File: config.mk
export PLATFORM = sky130hd
export DESIGN_NAME = qracc_sram_bridge_flat
export DESIGN_NICKNAME = d
export VERILOG_FILES = /design/src/rtl/qracc_pkg.sv /design/src/rtl/qracc_sram_bridge_if.sv /design/src/rtl/qracc_sram_bridge.sv /design/src/flat_wrapper.sv
export SDC_FILE = /design/constraint.sdc
export NUM_CORES = 1
export LEC_CHECK = 0
export ABC_AREA = 0
export CORE_MARGIN = 8
export CORE_UTILIZATION = 40
export DETAILED_ROUTE_END_ITERATION = 16
export GPL_TIMING_DRIVEN = 0
export HOLD_SLACK_MARGIN = 0.15
export PLACE_DENSITY = 0.86
export SLEW_MARGIN = 25
export SYNTH_ARGS = -nofsm -noshare
export SYNTH_HDL_FRONTEND = slang
export SYNTH_SLANG_ARGS = --single-unit
File: constraint.sdc
create_clock -name clk -period 3.19 [get_ports clk]
set_input_delay 0.638 -clock clk [delete_from_list [all_inputs] [get_ports clk]]
set_output_delay 0.638 -clock clk [all_outputs]
set_load 0.005 [all_outputs]
File: src/rtl/qracc_pkg.sv
// Shared types and constants for the QRACC SRAM bridge.
//
// Contents:
//   DefaultTimeout - default read-data timeout in cycles
//   BusAddrWidth   - upstream bus address width
//   WordWidth      - data word width on both sides
//   CntWidth       - width of the read-timeout cycle counter
//   bridge_state_t - bridge FSM state encoding
package qracc_pkg;

    localparam int unsigned DefaultTimeout = 255;
    localparam int unsigned BusAddrWidth   = 32;
    localparam int unsigned WordWidth      = 32;
    localparam int unsigned CntWidth       = 8;

    typedef enum logic [1:0] {
        StIdle,
        StReq,
        StWaitRd,
        StResp
    } bridge_state_t;

endpackage

File: src/rtl/qracc_sram_bridge_if.sv
// Bus interfaces used by the QRACC SRAM bridge.
//
// qracc_data_interface: upstream request/response bus.
//   master drives data_in, addr, wen, valid; slave drives ready, data_out, rd_data_valid.
// sram_itf: downstream SRAM request/read-data channel.
//   master drives rq_wr_i, rq_valid_i, wr_data_i, addr_i;
//   slave drives rq_ready_o, rd_valid_o, rd_data_o.
interface qracc_data_interface #(
    parameter int unsigned AddrWidth = qracc_pkg::BusAddrWidth,
    parameter int unsigned DataWidth = qracc_pkg::WordWidth
);
    logic [DataWidth-1:0] data_in;
    logic [AddrWidth-1:0] addr;
    logic                 wen;
    logic                 valid;
    logic                 ready;
    logic [DataWidth-1:0] data_out;
    logic                 rd_data_valid;

    modport master (
        output data_in, addr, wen, valid,
        input  ready, data_out, rd_data_valid
    );

    modport slave (
        input  data_in, addr, wen, valid,
        output ready, data_out, rd_data_valid
    );
endinterface

interface sram_itf #(
    parameter int unsigned AddrWidth = 7,
    parameter int unsigned DataWidth = qracc_pkg::WordWidth
);
    logic                 rq_wr_i;
    logic                 rq_valid_i;
    logic [DataWidth-1:0] wr_data_i;
    logic [AddrWidth-1:0] addr_i;
    logic                 rq_ready_o;
    logic                 rd_valid_o;
    logic [DataWidth-1:0] rd_data_o;

    modport master (
        output rq_wr_i, rq_valid_i, wr_data_i, addr_i,
        input  rq_ready_o, rd_valid_o, rd_data_o
    );

    modport slave (
        input  rq_wr_i, rq_valid_i, wr_data_i, addr_i,
        output rq_ready_o, rd_valid_o, rd_data_o
    );
endinterface

File: src/rtl/qracc_sram_bridge.sv
// Bridge from the QRACC upstream data bus to a single-port SRAM request channel.
// One transaction at a time: accept, issue SRAM request, optionally wait for read
// data (with timeout), then a one-cycle response before accepting the next one.
//
// Ports:
//   clk   - clock, rising edge
//   rst   - asynchronous active-high reset
//   bus   - upstream slave port (data_in/addr/wen/valid in; ready/data_out/rd_data_valid out)
//   sram  - downstream master port (request out; ready/read data in)
//   err_o - one-cycle pulse when a transaction ends out-of-range or on read timeout
module qracc_sram_bridge
    import qracc_pkg::*;
#(
    parameter int unsigned numRows       = 128,
    parameter int unsigned numCols       = 32,
    parameter int unsigned timeoutCycles = DefaultTimeout
) (
    input  logic                clk,
    input  logic                rst,
    qracc_data_interface.slave  bus,
    sram_itf.master             sram,
    output logic                err_o
);

    localparam int unsigned AddrW = (numRows > 1) ? $clog2(numRows) : 1;
    localparam logic [CntWidth-1:0] TimeoutCnt = CntWidth'(timeoutCycles - 1);

    bridge_state_t        state_q;
    logic [AddrW-1:0]     addr_q;
    logic [numCols-1:0]   data_q;
    logic                 wen_q;
    logic                 err_flag_q;
    logic [CntWidth-1:0]  cnt_q;
    logic [numCols-1:0]   data_out_q;
    logic                 rq_valid_q;
    logic                 rd_data_valid_q;
    logic                 in_range;

    assign in_range = (bus.addr < BusAddrWidth'(numRows));

    assign bus.ready         = (state_q == StIdle);
    assign bus.data_out      = data_out_q;
    assign bus.rd_data_valid = rd_data_valid_q;

    assign sram.rq_valid_i = rq_valid_q;
    assign sram.rq_wr_i    = wen_q;
    assign sram.addr_i     = addr_q;
    assign sram.wr_data_i  = data_q;

    // Error flag is held for the whole transaction; only exposed during RESP.
    assign err_o = (state_q == StResp) && err_flag_q;

    always_ff @(posedge clk or posedge rst) begin
        if (rst) begin
            state_q         <= StIdle;
            addr_q          <= '0;
            data_q          <= '0;
            wen_q           <= 1'b0;
            err_flag_q      <= 1'b0;
            cnt_q           <= '0;
            data_out_q      <= '0;
            rq_valid_q      <= 1'b0;
            rd_data_valid_q <= 1'b0;
        end else begin
            rd_data_valid_q <= 1'b0;
            unique case (state_q)
                StIdle: begin
                    if (bus.valid) begin
                        addr_q <= bus.addr[AddrW-1:0];
                        data_q <= bus.data_in;
                        wen_q  <= bus.wen;
                        cnt_q  <= '0;
                        if (in_range) begin
                            err_flag_q <= 1'b0;
                            rq_valid_q <= 1'b1;
                            state_q    <= StReq;
                        end else begin
                            // Out-of-range: no SRAM request; reads return zero.
                            err_flag_q <= 1'b1;
                            state_q    <= StResp;
                            if (!bus.wen) begin
                                data_out_q      <= '0;
                                rd_data_valid_q <= 1'b1;
                            end
                        end
                    end
                end
                StReq: begin
                    if (sram.rq_ready_o) begin
                        rq_valid_q <= 1'b0;
                        cnt_q      <= '0;
                        state_q    <= wen_q ? StResp : StWaitRd;
                    end
                end
                StWaitRd: begin
                    // Read data beats the timeout when both land on the same cycle.
                    if (sram.rd_valid_o) begin
                        data_out_q      <= sram.rd_data_o;
                        rd_data_valid_q <= 1'b1;
                        state_q         <= StResp;
                    end else if (cnt_q == TimeoutCnt) begin
                        data_out_q      <= '0;
                        err_flag_q      <= 1'b1;
                        rd_data_valid_q <= 1'b1;
                        state_q         <= StResp;
                    end else begin
                        cnt_q <= cnt_q + 1'b1;
                    end
                end
                StResp: begin
                    state_q <= StIdle;
                end
                default: begin
                    state_q <= StIdle;
                end
            endcase
        end
    end

endmodule

File: src/flat_wrapper.sv
// flat-port wrapper written by rule: the top's interface ports become plain ports
module qracc_sram_bridge_flat import qracc_pkg::*;
#(
    parameter int unsigned numRows       = 128,
    parameter int unsigned numCols       = 32,
    parameter int unsigned timeoutCycles = DefaultTimeout
)
  (clk, rst, err_o, bus_data_in, bus_addr, bus_wen, bus_valid, bus_ready, bus_data_out, bus_rd_data_valid, sram_rq_wr_i, sram_rq_valid_i, sram_wr_data_i, sram_addr_i, sram_rq_ready_o, sram_rd_valid_o, sram_rd_data_o);
  qracc_data_interface bus_i ();
  sram_itf #(.AddrWidth(7)) sram_i ();
  input  logic clk;
  input  logic rst;
  output logic err_o;
  input wire logic [$bits(bus_i.data_in)-1:0] bus_data_in;
  input wire logic [$bits(bus_i.addr)-1:0] bus_addr;
  input wire logic [$bits(bus_i.wen)-1:0] bus_wen;
  input wire logic [$bits(bus_i.valid)-1:0] bus_valid;
  output wire logic [$bits(bus_i.ready)-1:0] bus_ready;
  output wire logic [$bits(bus_i.data_out)-1:0] bus_data_out;
  output wire logic [$bits(bus_i.rd_data_valid)-1:0] bus_rd_data_valid;
  output wire logic [$bits(sram_i.rq_wr_i)-1:0] sram_rq_wr_i;
  output wire logic [$bits(sram_i.rq_valid_i)-1:0] sram_rq_valid_i;
  output wire logic [$bits(sram_i.wr_data_i)-1:0] sram_wr_data_i;
  output wire logic [$bits(sram_i.addr_i)-1:0] sram_addr_i;
  input wire logic [$bits(sram_i.rq_ready_o)-1:0] sram_rq_ready_o;
  input wire logic [$bits(sram_i.rd_valid_o)-1:0] sram_rd_valid_o;
  input wire logic [$bits(sram_i.rd_data_o)-1:0] sram_rd_data_o;
  assign bus_i.data_in = bus_data_in;
  assign bus_i.addr = bus_addr;
  assign bus_i.wen = bus_wen;
  assign bus_i.valid = bus_valid;
  assign bus_ready = bus_i.ready;
  assign bus_data_out = bus_i.data_out;
  assign bus_rd_data_valid = bus_i.rd_data_valid;
  assign sram_rq_wr_i = sram_i.rq_wr_i;
  assign sram_rq_valid_i = sram_i.rq_valid_i;
  assign sram_wr_data_i = sram_i.wr_data_i;
  assign sram_addr_i = sram_i.addr_i;
  assign sram_i.rq_ready_o = sram_rq_ready_o;
  assign sram_i.rd_valid_o = sram_rd_valid_o;
  assign sram_i.rd_data_o = sram_rd_data_o;
  qracc_sram_bridge #(.numRows(numRows), .numCols(numCols), .timeoutCycles(timeoutCycles)) u_core (.clk(clk), .rst(rst), .bus(bus_i), .sram(sram_i), .err_o(err_o));
endmodule
* Word-level counts from Yosys, hierarchy flattened *
Cells that the tools add are included.

operators by class
  add/sub/neg operators = 1
  magnitude comparators = 1
  equality and inequality tests = 13
  multiplexer cells = 33
  reductions and logical operators = 11

operators by type and width
  operator               number
  $mux W32               5
  $pmux W32 S2           1
  $lt A32 B8 Y1 const B  1
  $mux W8                4
  $pmux W8 S3            1
  $mux W1                13
  $ne A2 B2 Y1 const B   6
  $mux W2                5
  $reduce_and A5 Y1      2
  $add A8 B1 Y8 const B  1
  $eq A8 B8 Y1 const B   1
  $pmux W2 S4            1
  $reduce_and A4 Y1      2
  $pmux W1 S2            3
  $eq A2 B2 Y1 const B   2
  $ne A2 B1 Y1 const B   2
  $reduce_bool A2 Y1     2
  $ne A3 B2 Y1 const B   1
  $reduce_and A3 Y1      1
  $reduce_bool A3 Y1     1
  $eq A2 B1 Y1 const B   1
  $logic_not A2 Y1       1
  $reduce_and A2 Y1      1
  $logic_and A1 B1 Y1    1

word-level totals
  register bits = 85
  bits of input ports = 102
  output and inout bits = 76
  word-level logic and storage cells = 68

* Depth between registers and ports, before layout *
  depth in word-level cells = 4
  gate-level depth with buffers = 9
  depth with buffers taken out = 7

* Worst setup path before layout *
OpenSTA, ideal clock, no wires.

  path type = flip-flop to flip-flop
  start = register u_core.state_q[0]
  end = register u_core.data_out_q[14] (netlist: u_core.bus.data_out[14])
  setup time = 125 ps
  arrival time = 1996 ps
  data required time = 3065 ps
  setup slack = 1069 ps
  stages on the path, launching flop included = 10
  path buffers = 2
  clock period less this slack = 2121 ps
  cell sequence = dfrtp_1 > inv_1 > ha_1 > buf_2 > nand2_1 > nor2_1 > a21oi_1 > a221oi_4 > buf_6 > mux2_2

between the ends
  longest elaborated chain between the ends = 3
  elaborated cells between the ends (all ways) = 9
  classes of those cells = eq/ne: 5; mux: 1; reduce/logical: 3

ends and longest elaborated chain
  element                                                                     line                     source
  from (decl)                                                                 qracc_sram_bridge.sv:28  bridge_state_t state_q;
  from (signal assigned)                                                      qracc_sram_bridge.sv:55  state_q <= StIdle;
  from (signal assigned)                                                      qracc_sram_bridge.sv:76  state_q <= StReq;
  from (signal assigned)                                                      qracc_sram_bridge.sv:80  state_q <= StResp;
  $logic_not A2 Y1 *                                                          n/a
  via bus_ready                                                               flat_wrapper.sv:18       output wire logic [$bits(bus_i.ready)-1:0] bus_ready;
  $ne A2 B2 Y1 (no source line) / $reduce_bool A2 Y1 (equally long branches)  n/a
  $reduce_and A5 Y1 (no source line)                                          n/a
  to (signal assigned)                                                        qracc_sram_bridge.sv:98  data_out_q <= sram.rd_data_o;
  to (decl)                                                                   qracc_sram_bridge.sv:34  logic [numCols-1:0] data_out_q;

The timed path passes the listed nets; every way through them passes the cells marked *.
A chain may end at the register's enable or synchronous reset.

* Final worst setup path *
  start = register u_core.state_q[1]
  end = register u_core.data_out_q[4] (netlist: u_core.bus.data_out[4])

between the ends
  longest elaborated chain between the ends = 3
  elaborated cells between the ends (all ways) = 9
  classes of those cells = eq/ne: 5; mux: 1; reduce/logical: 3

ends and longest elaborated chain
  element                                                      line                     source
  $eq A2 B2 Y1 / $logic_not A2 Y1 (equally long branches)      qracc_sram_bridge.sv:66  unique case (state_q)
  $ne A3 B2 Y1 (no source line), or another cell as far along  n/a
  $reduce_and A5 Y1 (no source line)                           n/a

Parallel ways exist; a longest one is shown, timed or not.

==> flow_metrics.py <==
metrics = {
    "status": {
        "status": "completed",
    },
    "timing": {
        "fmaxAchievable_ghz": 0.403,
        "tightest_slew_ns": 0.685,
        "fin_skew_ns": 0.0130,
        "fin_crit_ns": 2.48,
        "worst_slack_ns": 0.708,
        "rsz0062_at_grt": "false",
        "setup_violations": 0,
        "tns_ns": 0,
        "period_share": 0.778,
        "slew_violations": 0,
        "slew-limit-headroom": 0.543,
        "hold_violations": 0,
    },
    "layout": {
        "final_cell_mix": "clkdlybuf4s50_1 (177), dfrtp_1 (85), mux2_2 (71)",
        "syn_to_final_growth_pct": 55.6,
        "final_nets": 587,
        "drive_gt1_frac": 0.193,
        "mostFrequentLayoutCell": "clkdlybuf4s50_1",
        "nFillCells": 745,
        "antennaDiodeCount": 0,
    },
    "floorplan": {
        "core_um2": 9240,
        "design.die.area_um2": 12900,
        "die_h_um": 113,
        "die_x_um": 113,
        "initial_core_util": 0.411,
        "io_pins": 178,
        "rows": 35,
    },
    "placement": {
        "io_buffers": 177,
        "gp_congestion": 0.933,
        "hpwl_um": 8680,
        "dp_slack_ns": 0.451,
    },
    "power": {
        "swShare": 0.310,
        "p_switching_mw": 1.49,
        "p_seq_frac": 0.376,
        "leakage_nw": 2.60,
        "clkPwrFrac": 0.133,
        "combPwrFrac": 0.491,
        "power.total_mw": 4.80,
        "power_density_nw_per_um2": 813,
        "vdd_ir_drop_max_uv": 489,
        "p_int_mw": 3.32,
    },
    "clocking": {
        "numCtsBuffers": 9,
        "cts-resized-gates": 0,
        "root_buffer": "clkbuf_8",
        "cts-htree-levels": 3,
        "clk_pin_slew_ns": 0.08,
        "cts_hold_buf": 0,
        "insertion_delay_ns": 0.34,
        "clock_sinks": 85,
        "post_cts_buffers": 0,
        "cts_tree": "built",
        "cts_max_path_buffers": 2,
    },
    "detailed_routing": {
        "drt-wirelength-per-cell_um": 18.1,
        "drt-initial-drc-count": 97,
        "drt_first_pass_iters": 4,
        "routed_wl_um": 11000,
        "viasPerCell": 4.99,
        "drc": 0,
        "num_vias": 3041,
        "ant_nets": 0,
    },
    "synth": {
        "synth-seq-cells": 85,
        "syn_inst": 289,
        "netlist_area_um2": 3800,
        "synth_warnings": 0,
        "avgSynthCellArea_um2": 13.1,
        "synth_seq_area_share": 0.560,
        "synth_cell_types": 36,
        "synth_nets": 398,
    },
    "job": {
        "maxCapViolations": 0,
    },
    "critical_path": {
        "critPathLaunchType": "register",
        "cp.required_ns": 3.41,
        "worstSetupPathType": "reg2reg",
        "critical_path.max_fanout": 10,
        "end_kind": "register",
        "arrival_ns": 2.70,
    },
    "global_route": {
        "grt.overflow.total": 0,
        "grt_pass1_wl_um": 17600,
        "track_usage": 0.171,
        "grt_pass1_vias": 3399,
        "antenna_found_initial": 0,
        "grt_max_degree": 44,
    },
    "min_path": {
        "worst_hold_path_type": "reg2reg",
    },
}
==> metrics by stage <==
step                 util  instances  area (um^2)  hold slack [ns]
detailed placement  0.622        596         5750            0.483
floorplan               -        289         3800            0.483
finish              0.639        610         5910            0.503
CTS                 0.639        610         5910            0.501
global placement    0.620        595         5730            0.467
global route        0.639        610         5910            0.522
==> layer usage <==
layer	wire [um]	global-route usage
met1	4190	0.181
met2	5730	0.304
met3	984	0.0771
met5	0	0
met4	110	0.0364
==> worst paths after layout <==
path | depth (start not counted) | slack (ns) | to | start
worst min-delay path | 1 | 0.50 | u_core.bus.data_out[18] | u_core.bus.data_out[18]
min in group asynchronous | 2 | 0.70 | u_core.bus.data_out[15] | rst
worst max register to register | 9 | 0.71 | u_core.bus.data_out[4] | u_core.state_q[1]
worst min register to register | 1 | 0.50 | u_core.bus.data_out[18] | u_core.bus.data_out[18]
max in group asynchronous | 3 | 1.86 | u_core.sram.rq_valid_i | rst
worst max-delay path | 9 | 0.71 | u_core.bus.data_out[4] | u_core.state_q[1]
==> worst max-delay path: stages, from the launching register on <==
cell and delay [ns]:
dfrtp_1 0.44, inv_1 0.13, ha_1 0.17, buf_2 0.21, nand2_1 0.21, nor2_1 0.15
a21oi_1 0.08, a221oi_4 0.41, buf_6 0.22, mux2_2 0.35
==> flip-flops by register name (all words and copies together) (netlist names), 2 cells and up <==
name                   count
u_core.bus.data_out       32
u_core.cnt_q               8
u_core.sram.addr_i         7
u_core.sram.wr_data_i     32
u_core.state_q             2
==> kinds of logic after synthesis <==
logic type	after synthesis	synth area share
DFF	85	0.560
muxes	72	0.214
and+or+nand+nor	69	0.103
AOI/OAI and AO/OA	29	0.0600
buffers and inverters	22	0.0280
adders and majority gates	7	0.0231
xor gates and xnor gates	5	0.0115
==> final cells by class <==
cell class,count,area [um^2],area share
Buffer,16,83.8,0.0142
Multi-Input combinational cell,182,1560,0.265
Sequential cell,85,2130,0.360
Clock inverter,5,30.0,0.00508
Timing Repair Buffer,178,1790,0.303
Clock buffer,9,124,0.0210
Inverter,6,25.0,0.00424
Tap cell,129,161,0.0273
==> Yosys cell counts (all sizes together) <==
| library cell | count | area, um^2 |
|---|---|---|
| a21o | 3 | 22.5 |
| or3 | 2 | 12.5 |
| o21bai | 1 | 7.51 |
| and2 | 2 | 12.5 |
| mux2 | 72 | 811 |
| a21oi | 4 | 20.0 |
| nor3 | 1 | 5.00 |
| xnor2 | 2 | 17.5 |
| inv | 5 | 18.8 |
| nand4 | 3 | 18.8 |
| nor2b | 2 | 12.5 |
| o32ai | 2 | 17.5 |
| nor4 | 7 | 43.8 |
| clkbuf | 11 | 41.3 |
| nand2 | 1 | 3.75 |
| and4 | 1 | 8.76 |
| nand2b | 1 | 6.26 |
| clkinv | 1 | 3.75 |
| o2bb2ai | 1 | 8.76 |
| a211oi | 3 | 22.5 |
| nand3 | 4 | 20.0 |
| a2111oi | 1 | 8.76 |
| a41oi | 1 | 27.5 |
| and3 | 32 | 200 |
| a31oi | 1 | 6.26 |
| a221oi | 1 | 26.3 |
| o211ai | 2 | 15.0 |
| xor2 | 3 | 26.3 |
| ha | 7 | 87.6 |
| o21ai | 9 | 45.0 |
| buf | 5 | 42.5 |
| dfrtp | 85 | 2130 |
| nor2 | 13 | 48.8 |
==> power by group through the flow <==
stage | clock, mW | combinational (mW) | sequential (mW)
after floorplan | 0 | 1.00 | 1.84
after global placement | 0 | 2.33 | 1.79
after detailed placement | 0 | 2.39 | 1.83
after CTS | 0.660 | 2.40 | 1.81
after global routing | 0.706 | 2.54 | 1.87
final | 0.639 | 2.36 | 1.81
(Power assumes the default switching activity.)
